### src/rtl/dmem_arbiter.sv
// Shares one data memory between the core load/store port and a DMA/debug requester.
// The core wins ties after a DMA grant; DMA bursts are cut after MAX_BURST cycles so the core always progresses.
module dmem_arbiter #(
    parameter int ADDR_W    = 32,
    parameter int DATA_W    = 32,
    parameter int MAX_BURST = 8
) (
    input  logic              clk_i,
    input  logic              rst_ni,
    input  logic              core_req_i,
    input  logic              core_we_i,
    input  logic [ADDR_W-1:0] core_addr_i,
    input  logic [DATA_W-1:0] core_wdata_i,
    output logic [DATA_W-1:0] core_rdata_o,
    output logic              core_stall_o,
    input  logic              dma_valid_i,
    input  logic              dma_we_i,
    input  logic              dma_last_i,
    input  logic [ADDR_W-1:0] dma_addr_i,
    input  logic [DATA_W-1:0] dma_wdata_i,
    output logic              dma_ready_o,
    output logic [DATA_W-1:0] dma_rdata_o,
    output logic              dma_rvalid_o,
    output logic              mem_we_o,
    output logic [ADDR_W-1:0] mem_addr_o,
    output logic [DATA_W-1:0] mem_wdata_o,
    input  logic [DATA_W-1:0] mem_rdata_i
);

    localparam int CNT_W = $clog2(MAX_BURST);
    localparam logic [CNT_W-1:0] CNT_LAST = CNT_W'(MAX_BURST - 1);

    typedef enum logic {ST_ARB, ST_BURST} state_t;

    state_t            state_q, state_d;
    logic              last_gnt_q, last_gnt_d;
    logic [CNT_W-1:0]  cnt_q, cnt_d;
    logic              rvalid_q, rvalid_d;
    logic [DATA_W-1:0] rdata_q, rdata_d;

    logic core_gnt, dma_gnt, dma_acc;

    always_ff @(posedge clk_i or negedge rst_ni) begin
        if (!rst_ni) begin
            state_q    <= ST_ARB;
            last_gnt_q <= 1'b1;
            cnt_q      <= '0;
            rvalid_q   <= 1'b0;
            rdata_q    <= '0;
        end else begin
            state_q    <= state_d;
            last_gnt_q <= last_gnt_d;
            cnt_q      <= cnt_d;
            rvalid_q   <= rvalid_d;
            rdata_q    <= rdata_d;
        end
    end

    assign dma_acc = dma_gnt && dma_valid_i;

    always_comb begin
        state_d    = state_q;
        cnt_d      = cnt_q;
        last_gnt_d = last_gnt_q;
        rvalid_d   = dma_acc && !dma_we_i;
        rdata_d    = (dma_acc && !dma_we_i) ? mem_rdata_i : rdata_q;
        if (dma_gnt) begin
            last_gnt_d = 1'b1;
        end else if (core_gnt) begin
            last_gnt_d = 1'b0;
        end
        case (state_q)
            ST_ARB: begin
                if (dma_acc && !dma_last_i) begin
                    state_d = ST_BURST;
                    cnt_d   = CNT_W'(1);
                end
            end
            ST_BURST: begin
                // idle cycles count too, so a stalled DMA cannot starve the core
                if ((dma_acc && dma_last_i) || cnt_q == CNT_LAST) begin
                    state_d = ST_ARB;
                    cnt_d   = '0;
                end else begin
                    cnt_d = cnt_q + CNT_W'(1);
                end
            end
            default: begin
                state_d = ST_ARB;
                cnt_d   = '0;
            end
        endcase
    end

    always_comb begin
        core_gnt = 1'b0;
        dma_gnt  = 1'b0;
        if (rst_ni) begin
            if (state_q == ST_BURST) begin
                dma_gnt = dma_valid_i;
            end else if (core_req_i && dma_valid_i) begin
                core_gnt = last_gnt_q;
                dma_gnt  = !last_gnt_q;
            end else begin
                core_gnt = core_req_i;
                dma_gnt  = dma_valid_i;
            end
        end
        if (dma_gnt) begin
            mem_we_o    = dma_we_i;
            mem_addr_o  = dma_addr_i;
            mem_wdata_o = dma_wdata_i;
        end else begin
            mem_we_o    = core_gnt && core_we_i;
            mem_addr_o  = core_addr_i;
            mem_wdata_o = core_wdata_i;
        end
        core_rdata_o = mem_rdata_i;
        core_stall_o = rst_ni && core_req_i && !core_gnt;
        dma_ready_o  = dma_gnt;
        dma_rdata_o  = rdata_q;
        dma_rvalid_o = rvalid_q;
    end

endmodule

### config.mk
export PLATFORM = sky130hd
export DESIGN_NAME = dmem_arbiter
export DESIGN_NICKNAME = d
export VERILOG_FILES = /design/src/rtl/dmem_arbiter.sv
export SDC_FILE = /design/constraint.sdc
export NUM_CORES = 1
export LEC_CHECK = 0
export CORE_AREA = 3 3 116 118
export DETAILED_ROUTE_END_ITERATION = 7
export DIE_AREA = 0 0 119 121
export GPL_TIMING_DRIVEN = 0
export RECOVER_POWER = 25
export SLEW_MARGIN = 5
export SYNTH_ARGS = -nofsm -noshare
export SYNTH_HDL_FRONTEND = slang
export SYNTH_SLANG_ARGS = --single-unit
### constraint.sdc
create_clock -name clk_i -period 1.9 [get_ports clk_i]
set_input_delay 0.19 -clock clk_i [delete_from_list [all_inputs] [get_ports clk_i]]
set_output_delay 0.19 -clock clk_i [all_outputs]
set_load 0.01 [all_outputs]
==> metrics.md, run 1 <==
| Metric | Value |
|---|---|
| Buffers on Ports | `298` |
| Setup TNS | `-12300 ps` |
| Routed wire length | `13640 um` |
| Syn Inst Count | `208` |
| Share of cells above drive strength 1 | `43.45%` |
| Max_cap viols | `0` |
| Core footprint | `12570 um2` |
| Fin crit share | `114.4%` |
| RSZ-0062 raised after global routing | `true` |
| Max Root-Sink Buffers | `2` |
| Worst-Margin Slew | `1073 ps` |
| Number of global-route vias before repair | `3270` |
| First drt pass iteration count | `4` |
| Final hold vios | `0` |
| Outcome | `complete, but fails checks` |
| Slew Limit Fails | `0` |
| H-tree depth | `2` |
| Via density | `4.104` |
| Placed Instance Area | `5806 um2` |
| Ports | `299` |
| Synth Warn # | `0` |
| Leak Pwr | `2.669 nW` |
| Fillcell total | `1160` |
| Die Span X | `119 um` |
| Area Growth Syn to Fin | `143.1%` |
| Place WS | `-672.3 ps` |
| IR drop worst, VDD | `0.0005861 V` |
| Final Non-Filler Cells | `709` |
| Crit start category | `flip-flop` |
| Post-Place Cells | `679` |
| Storage cell area | `952.2 um2` |
| Gr ovfl total | `0` |
| Cell row count | `41` |
| Register area share after synthesis | `36.73%` |
| DP Wirelength | `11050 um` |
| Vias | `2910` |
| Starting Density | `20.63%` |
| Root buffer cell | `clkbuf_16` |
| Clk slew on worst S/H paths | `50 ps` |
| Avg Synthesized Cell Area | `12.46 um2` |
| Syn Nets | `377` |
| # clock sinks | `38` |
| Crit-path max FO | `7` |
| Initial antenna violation count | `5` |
| Cell area after layout | `6301 um2` |
| Post-Syn Area | `2592 um2` |
| Num CTS Buffers | `5` |
| Layout net count | `702` |
| Multi-input logic area | `1325 um2` |
| Clock skew | `2.219 ps` |
| Reg2Reg Depth | `7` |
| Residual DRC | `0` |
| Crit path DAT | `1980 ps` |
| GP Congestion | `0.8371` |
| Required time of the critical path | `1710 ps` |
| Min-Delay Path Depth | `3` |
| Synth Register Bits | `38` |
| Final WS setup | `-273.4 ps` |
| Crit. End Element | `output port` |
| Die Ht | `121 um` |
| Final setup viols | `64` |
| CTS tree | `built` |
| Die Area | `14400 um2` |
| First-pass GRT wire length | `19780 um` |
| Total GRT Usage | `17.98%` |
| Worst Hold Class | `primary input to flip-flop` |
| Tmin final | `2173 ps` |
| Wirelength per Cell | `19.24 um` |
| Violated checks | `setup timing` |
| Pwr dens | `730.8 nW/um2` |
| Fmax | `460.1 MHz` |
| Largest net degree at the start of global routing | `24` |
| Tot Pwr | `4.605 mW` |
| ANT nets after route | `0` |
| Initial DRC Count | `48` |
| Skew-Pair Late Insertion Delay | `280 ps` |
| Distinct cell type count after synthesis | `27` |
| Rel. slew slack | `28.25%` |
| Setup CP Type | `flip-flop to output port` |
critical path, cell delays in order (launching register included):
cell and delay, ps:
dfstp_2 560, and3b_1 190, buf_6 110, nor2_4 40, buf_8 140, buf_6 130
buf_8 120, mux2_4 300, buf_6 130
cells in the mapped netlist:
cell type,n,area [um2]
mux2_1,1,11.26
ha_1,2,25.02
and3_1,1,6.260
nand2_1,5,18.77
dfstp_2,1,26.28
o211a_1,2,20.02
buf_4,32,240.2
nor2_1,1,3.750
buf_2,3,15.01
a21boi_0,1,7.510
o31ai_1,1,7.510
nand3_1,1,5.000
o21ai_0,2,10.01
buf_6,8,90.09
mux2_2,95,1070
a31oi_1,1,6.260
dfrtp_1,37,925.9
nor2_2,1,6.260
nor2b_1,2,12.51
nor3_4,1,16.27
nand3b_1,3,22.52
a21o_1,1,7.510
o31a_1,1,8.760
o22ai_1,2,12.51
and3b_1,1,8.760
clkbuf_1,1,3.750
a21oi_1,1,5.000
worst paths after layout:
path | slack [ps] | startpoint | endpoint
max | -270 | last_gnt_q$_DFFE_PN1P_ | mem_wdata_o[11]
min | 310 | rst_ni | last_gnt_q$_DFFE_PN1P_
max reg2reg | 130 | last_gnt_q$_DFFE_PN1P_ | dma_rdata_o[18]$_DFFE_PN0P_
min reg2reg | 490 | dma_rdata_o[19]$_DFFE_PN0P_ | dma_rdata_o[19]$_DFFE_PN0P_
max in group asynchronous | 370 | rst_ni | cnt_q[2]$_DFFE_PN0P_
min in group asynchronous | 570 | rst_ni | dma_rdata_o[20]$_DFFE_PN0P_
timing repair:
item / 4_1_cts / 5_1_grt
hold buffers: 3 / 0
cloned: 1 / 2
setup endpoints to repair: 67 / 95
resized for setup: 359 / 19
hold endpoints to repair: 14 / 0
pin swaps: 2 / 0
buffers inserted: 12 / 5
stage by stage:
step / hold slack [ps] / utilization, %
3_5_place_dp: 129.4 / 46.19
6_report: 310.2 / 50.13
4_1_cts: 215.2 / 49.42
5_1_grt: 333.4 / 50.13
2_1_floorplan: -105.6 / -
3_3_place_gp: 469.9 / 46.07
routing by layer:
layer / global-route usage [%] / part of all wire [%]
met3: 8.578 / 11
met5: 0 / 0.30
met2: 32.11 / 51
met1: 18.34 / 35
met4: 6.227 / 2.4
cells in the final DEF (no fill, tap or decap), drive strengths merged, types with 3 or more instances in the layout:
| cell | count |
|---|---|
| buf | 122 |
| clkbuf | 13 |
| clkdlybuf4s50 | 228 |
| dfrtp | 37 |
| diode | 3 |
| dlygate4sd3 | 3 |
| mux2 | 96 |
| nand2 | 5 |
| nand3b | 3 |
area by class of cell:
cell class / count / area share (%)
sequential: 38 / 15.11
buffer: 40 / 5.302
clock inverter: 1 / 0.07943
antenna: 3 / 0.1191
clock buffer: 7 / 2.264
tap: 172 / 3.415
multi-input combinational: 126 / 21.03
timing repair buffer: 322 / 52.68
power by group:
group	internal, mW	switching (mW)
Clock	0.520	0.303
Combinational	1.63	0.898
Sequential	1.10	0.154
state kept, by name, indices dropped and copies added (netlist names):
name and flops:
last_gnt_q 1, dma_rvalid_o 1, state_q 1, cnt_q 3, dma_rdata_o 32
logic make-up after synthesis:
kind of cell / share of synthesized area [%]
AND/OR/NAND/NOR: 3.861
multiplexers: 41.70
flip-flops: 36.73
buffers and inverters: 13.47
adder cells (fa/ha/maj): 0.9651
AO/OA/AOI/OAI: 3.282
No activity file was read; power rests on OpenSTA's default activity.
==> inputs of run 2 (changes only) <==
- HOLD_SLACK_MARGIN: not set -> 0.03
==> run 2 against run 1 <==
Compared with the run above: the run still ends with setup timing left; utilization grew 0.080 points; register-to-register slack is essentially flat; clock power is essentially flat; die area is the same; sequential power is essentially flat; maximum frequency is essentially flat; final area grew 0.16%; combinational power is essentially flat; highest routed layer unchanged.
==> metrics.md, run 2 (same netlist as run 1, synthesis figures left out) <==
| Metric | Value |
|---|---|
| Routed wire length | `13700 um (+0.42%)` |
| CTS tree | `built` |
| Root buffer cell | `clkbuf_16` |
| Setup CP Type | `flip-flop to output port` |
| Fillcell total | `1160 (unchanged)` |
| First drt pass iteration count | `4 (unchanged)` |
| Final WS setup | `-273.4 ps (-0.06900 ps)` |
| Core footprint | `12570 um2 (unchanged)` |
| Worst-Margin Slew | `894.0 ps (-178.6 ps)` |
| Leak Pwr | `2.674 nW (+0.16%)` |
| Share of cells above drive strength 1 | `43.36% (-0.081 points)` |
| Reg2Reg Setup Slack | `130 ps (about the same)` |
| Wirelength per Cell | `19.29 um (+0.28%)` |
| Storage cell area | `952.2 um2 (unchanged)` |
| Violated checks | `setup timing` |
| Via density | `4.099 (-0.14%)` |
| Tmin final | `2173 ps (+0.06900 ps)` |
| Crit path DAT | `1980 ps (about the same)` |
| ANT nets after route | `0 (unchanged)` |
| Core Util, Final | `50.21% (+0.080 points)` |
| Buffers on Ports | `298 (unchanged)` |
| Required time of the critical path | `1710 ps (about the same)` |
| Number of global-route vias before repair | `3286 (+0.49%)` |
| GP Congestion | `0.8371 (unchanged)` |
| Crit-path max FO | `7 (unchanged)` |
| Max Root-Sink Buffers | `2 (unchanged)` |
| Max reg flops | `32 (unchanged)` |
| Met3 Use GR | `8.578% (unchanged)` |
| DP Wirelength | `11050 um (unchanged)` |
| Area Growth Syn to Fin | `143.4%` |
| Min-Delay Path Depth | `3 (unchanged)` |
| Cell row count | `41 (unchanged)` |
| Final setup viols | `64 (unchanged)` |
| H-tree depth | `2 (unchanged)` |
| Initial antenna violation count | `5 (unchanged)` |
| Worst Hold Class | `primary input to flip-flop` |
| Slew Limit Fails | `0 (unchanged)` |
| Gr ovfl total | `0 (unchanged)` |
| Hold Slack | `317.2 ps (+7.041 ps)` |
| Die Ht | `121 um (unchanged)` |
| Crit start category | `flip-flop` |
| First-pass GRT wire length | `19850 um (+0.38%)` |
| Die Area | `14400 um2 (unchanged)` |
| Met1 usage | `18.31% (-0.034 points)` |
| Reg2Reg Depth | `7 (unchanged)` |
| Num CTS Buffers | `5 (unchanged)` |
| Residual DRC | `0 (unchanged)` |
| # clock sinks | `38 (unchanged)` |
| Commonest non-fill, non-tap cell in the layout | `clkdlybuf4s50_1` |
| Vias | `2910 (unchanged)` |
| WHS Endpoint | `last_gnt_q$_DFFE_PN1P_` |
| Clock skew | `2.282 ps (+0.06362 ps)` |
| Final hold vios | `0 (unchanged)` |
| R2r startpoint | `last_gnt_q$_DFFE_PN1P_` |
| Outcome | `complete, but fails checks` |
| Most frequent cells in the layout | `228 x clkdlybuf4s50_1, 88 x mux2_2, 66 x buf_6, 41 x buf_4, 37 x dfrtp_1` |
| Reg-to-Reg End | `dma_rdata_o[20]$_DFFE_PN0P_` |
| Die Span X | `119 um (unchanged)` |
| Clk slew on worst S/H paths | `50 ps (about the same)` |
| Skew-Pair Late Insertion Delay | `280 ps (about the same)` |
| Met2 usage | `32.39% (+0.28 points)` |
| Max_cap viols | `0 (unchanged)` |
| Starting Density | `20.63% (unchanged)` |
| Largest net degree at the start of global routing | `19 (-21%)` |
| Tot Pwr | `4.610 mW (+0.10%)` |
| Ports | `299 (unchanged)` |
| Initial DRC Count | `44 (-8.3%)` |
| Rel. slew slack | `40.20% (+12 points)` |
| Multi-input logic area | `1325 um2 (unchanged)` |
| Total GRT Usage | `18.04% (+0.068 points)` |
| Fin crit share | `114.4% (about the same)` |
| IR drop worst, VDD | `0.0005861 V (about the same)` |
| Worst Min Path Start | `rst_ni` |
| Crit. End Element | `output port` |
| Fmax | `460.1 MHz (about the same)` |
| Layout net count | `703 (+0.14%)` |
| Pwr dens | `730.4 nW/um2 (about the same)` |
| Top Usage Layer GRT | `met2` |
| RSZ-0062 raised after global routing | `true` |
-- run 2: changes by cell type in the layout (fill, tap and decap cells not counted) --
cell,previous run,this run
dlygate4sd3_1,3,4
-- run 2: worst max-delay path by stage --
stage	to	slack, ps	cells after the start	startpoint
floorplan	mem_addr_o[0]	250	6	last_gnt_q$_DFFE_PN1P_
global placement	mem_wdata_o[22]	-2230	7	rst_ni
detailed placement	mem_wdata_o[22]	-670	8	core_req_i
CTS	mem_wdata_o[22]	-260	7	last_gnt_q$_DFFE_PN1P_
global route	mem_wdata_o[12]	-340	8	last_gnt_q$_DFFE_PN1P_
finish	mem_wdata_o[11]	-270	8	last_gnt_q$_DFFE_PN1P_
-- run 2: metal layers --
layer | share of wire [%] | vias to the layer above | wire length [um]
li1 | - | 1378 | -
met1 | 35 | 1334 | 4806
met2 | 51 | 174 | 7049
met3 | 11 | 18 | 1476
met4 | 2.4 | 6 | 325
met5 | 0.30 | - | 41
-- run 2: layout make-up --
class	count	share of cell area (%)
Buffer	40	5.293
Tap cell	172	3.410
Clock inverter	1	0.07930
Timing Repair Buffer	323	52.76
Antenna cell	3	0.1190
Multi-Input combinational cell	126	21.00
Clock buffer	7	2.260
Sequential cell	38	15.09
-- run 2: repair_timing --
item                       4_1_cts  5_1_grt
gates resized for setup        359       19
cloned                           1        2
pin swaps                        2        0
hold buffers                     4        0
buffers inserted                12        5
setup endpoints to repair       67       95
hold endpoints to repair        19        0
-- run 2: report_power, final --
group          total [mW]  leakage, nW  internal (mW)  switching [mW]
combinational        2.53         2.15           1.63           0.900
clock               0.824       0.0739          0.520           0.304
sequential           1.25        0.449           1.10           0.155
-- run 2: worst max-delay path, cell delays in order, from the launching register on --
cell,delay [ps]
dfstp_2,560
and3b_1,190
buf_6,110
nor2_4,40
buf_8,140
buf_6,130
buf_8,120
mux2_4,300
buf_6,130
-- run 2: through the flow --
step	worst slack [ps]	instances	TNS (ps)	cell area [um2]
6_report	-273.4	710	-12310	6311
5_1_grt	-340.2	710	-17100	6311
4_1_cts	-261.4	703	-12710	6221
3_5_place_dp	-672.3	679	-44230	5806
3_3_place_gp	-2233	678	-222940	5791
2_1_floorplan	249.0	208	0	2592
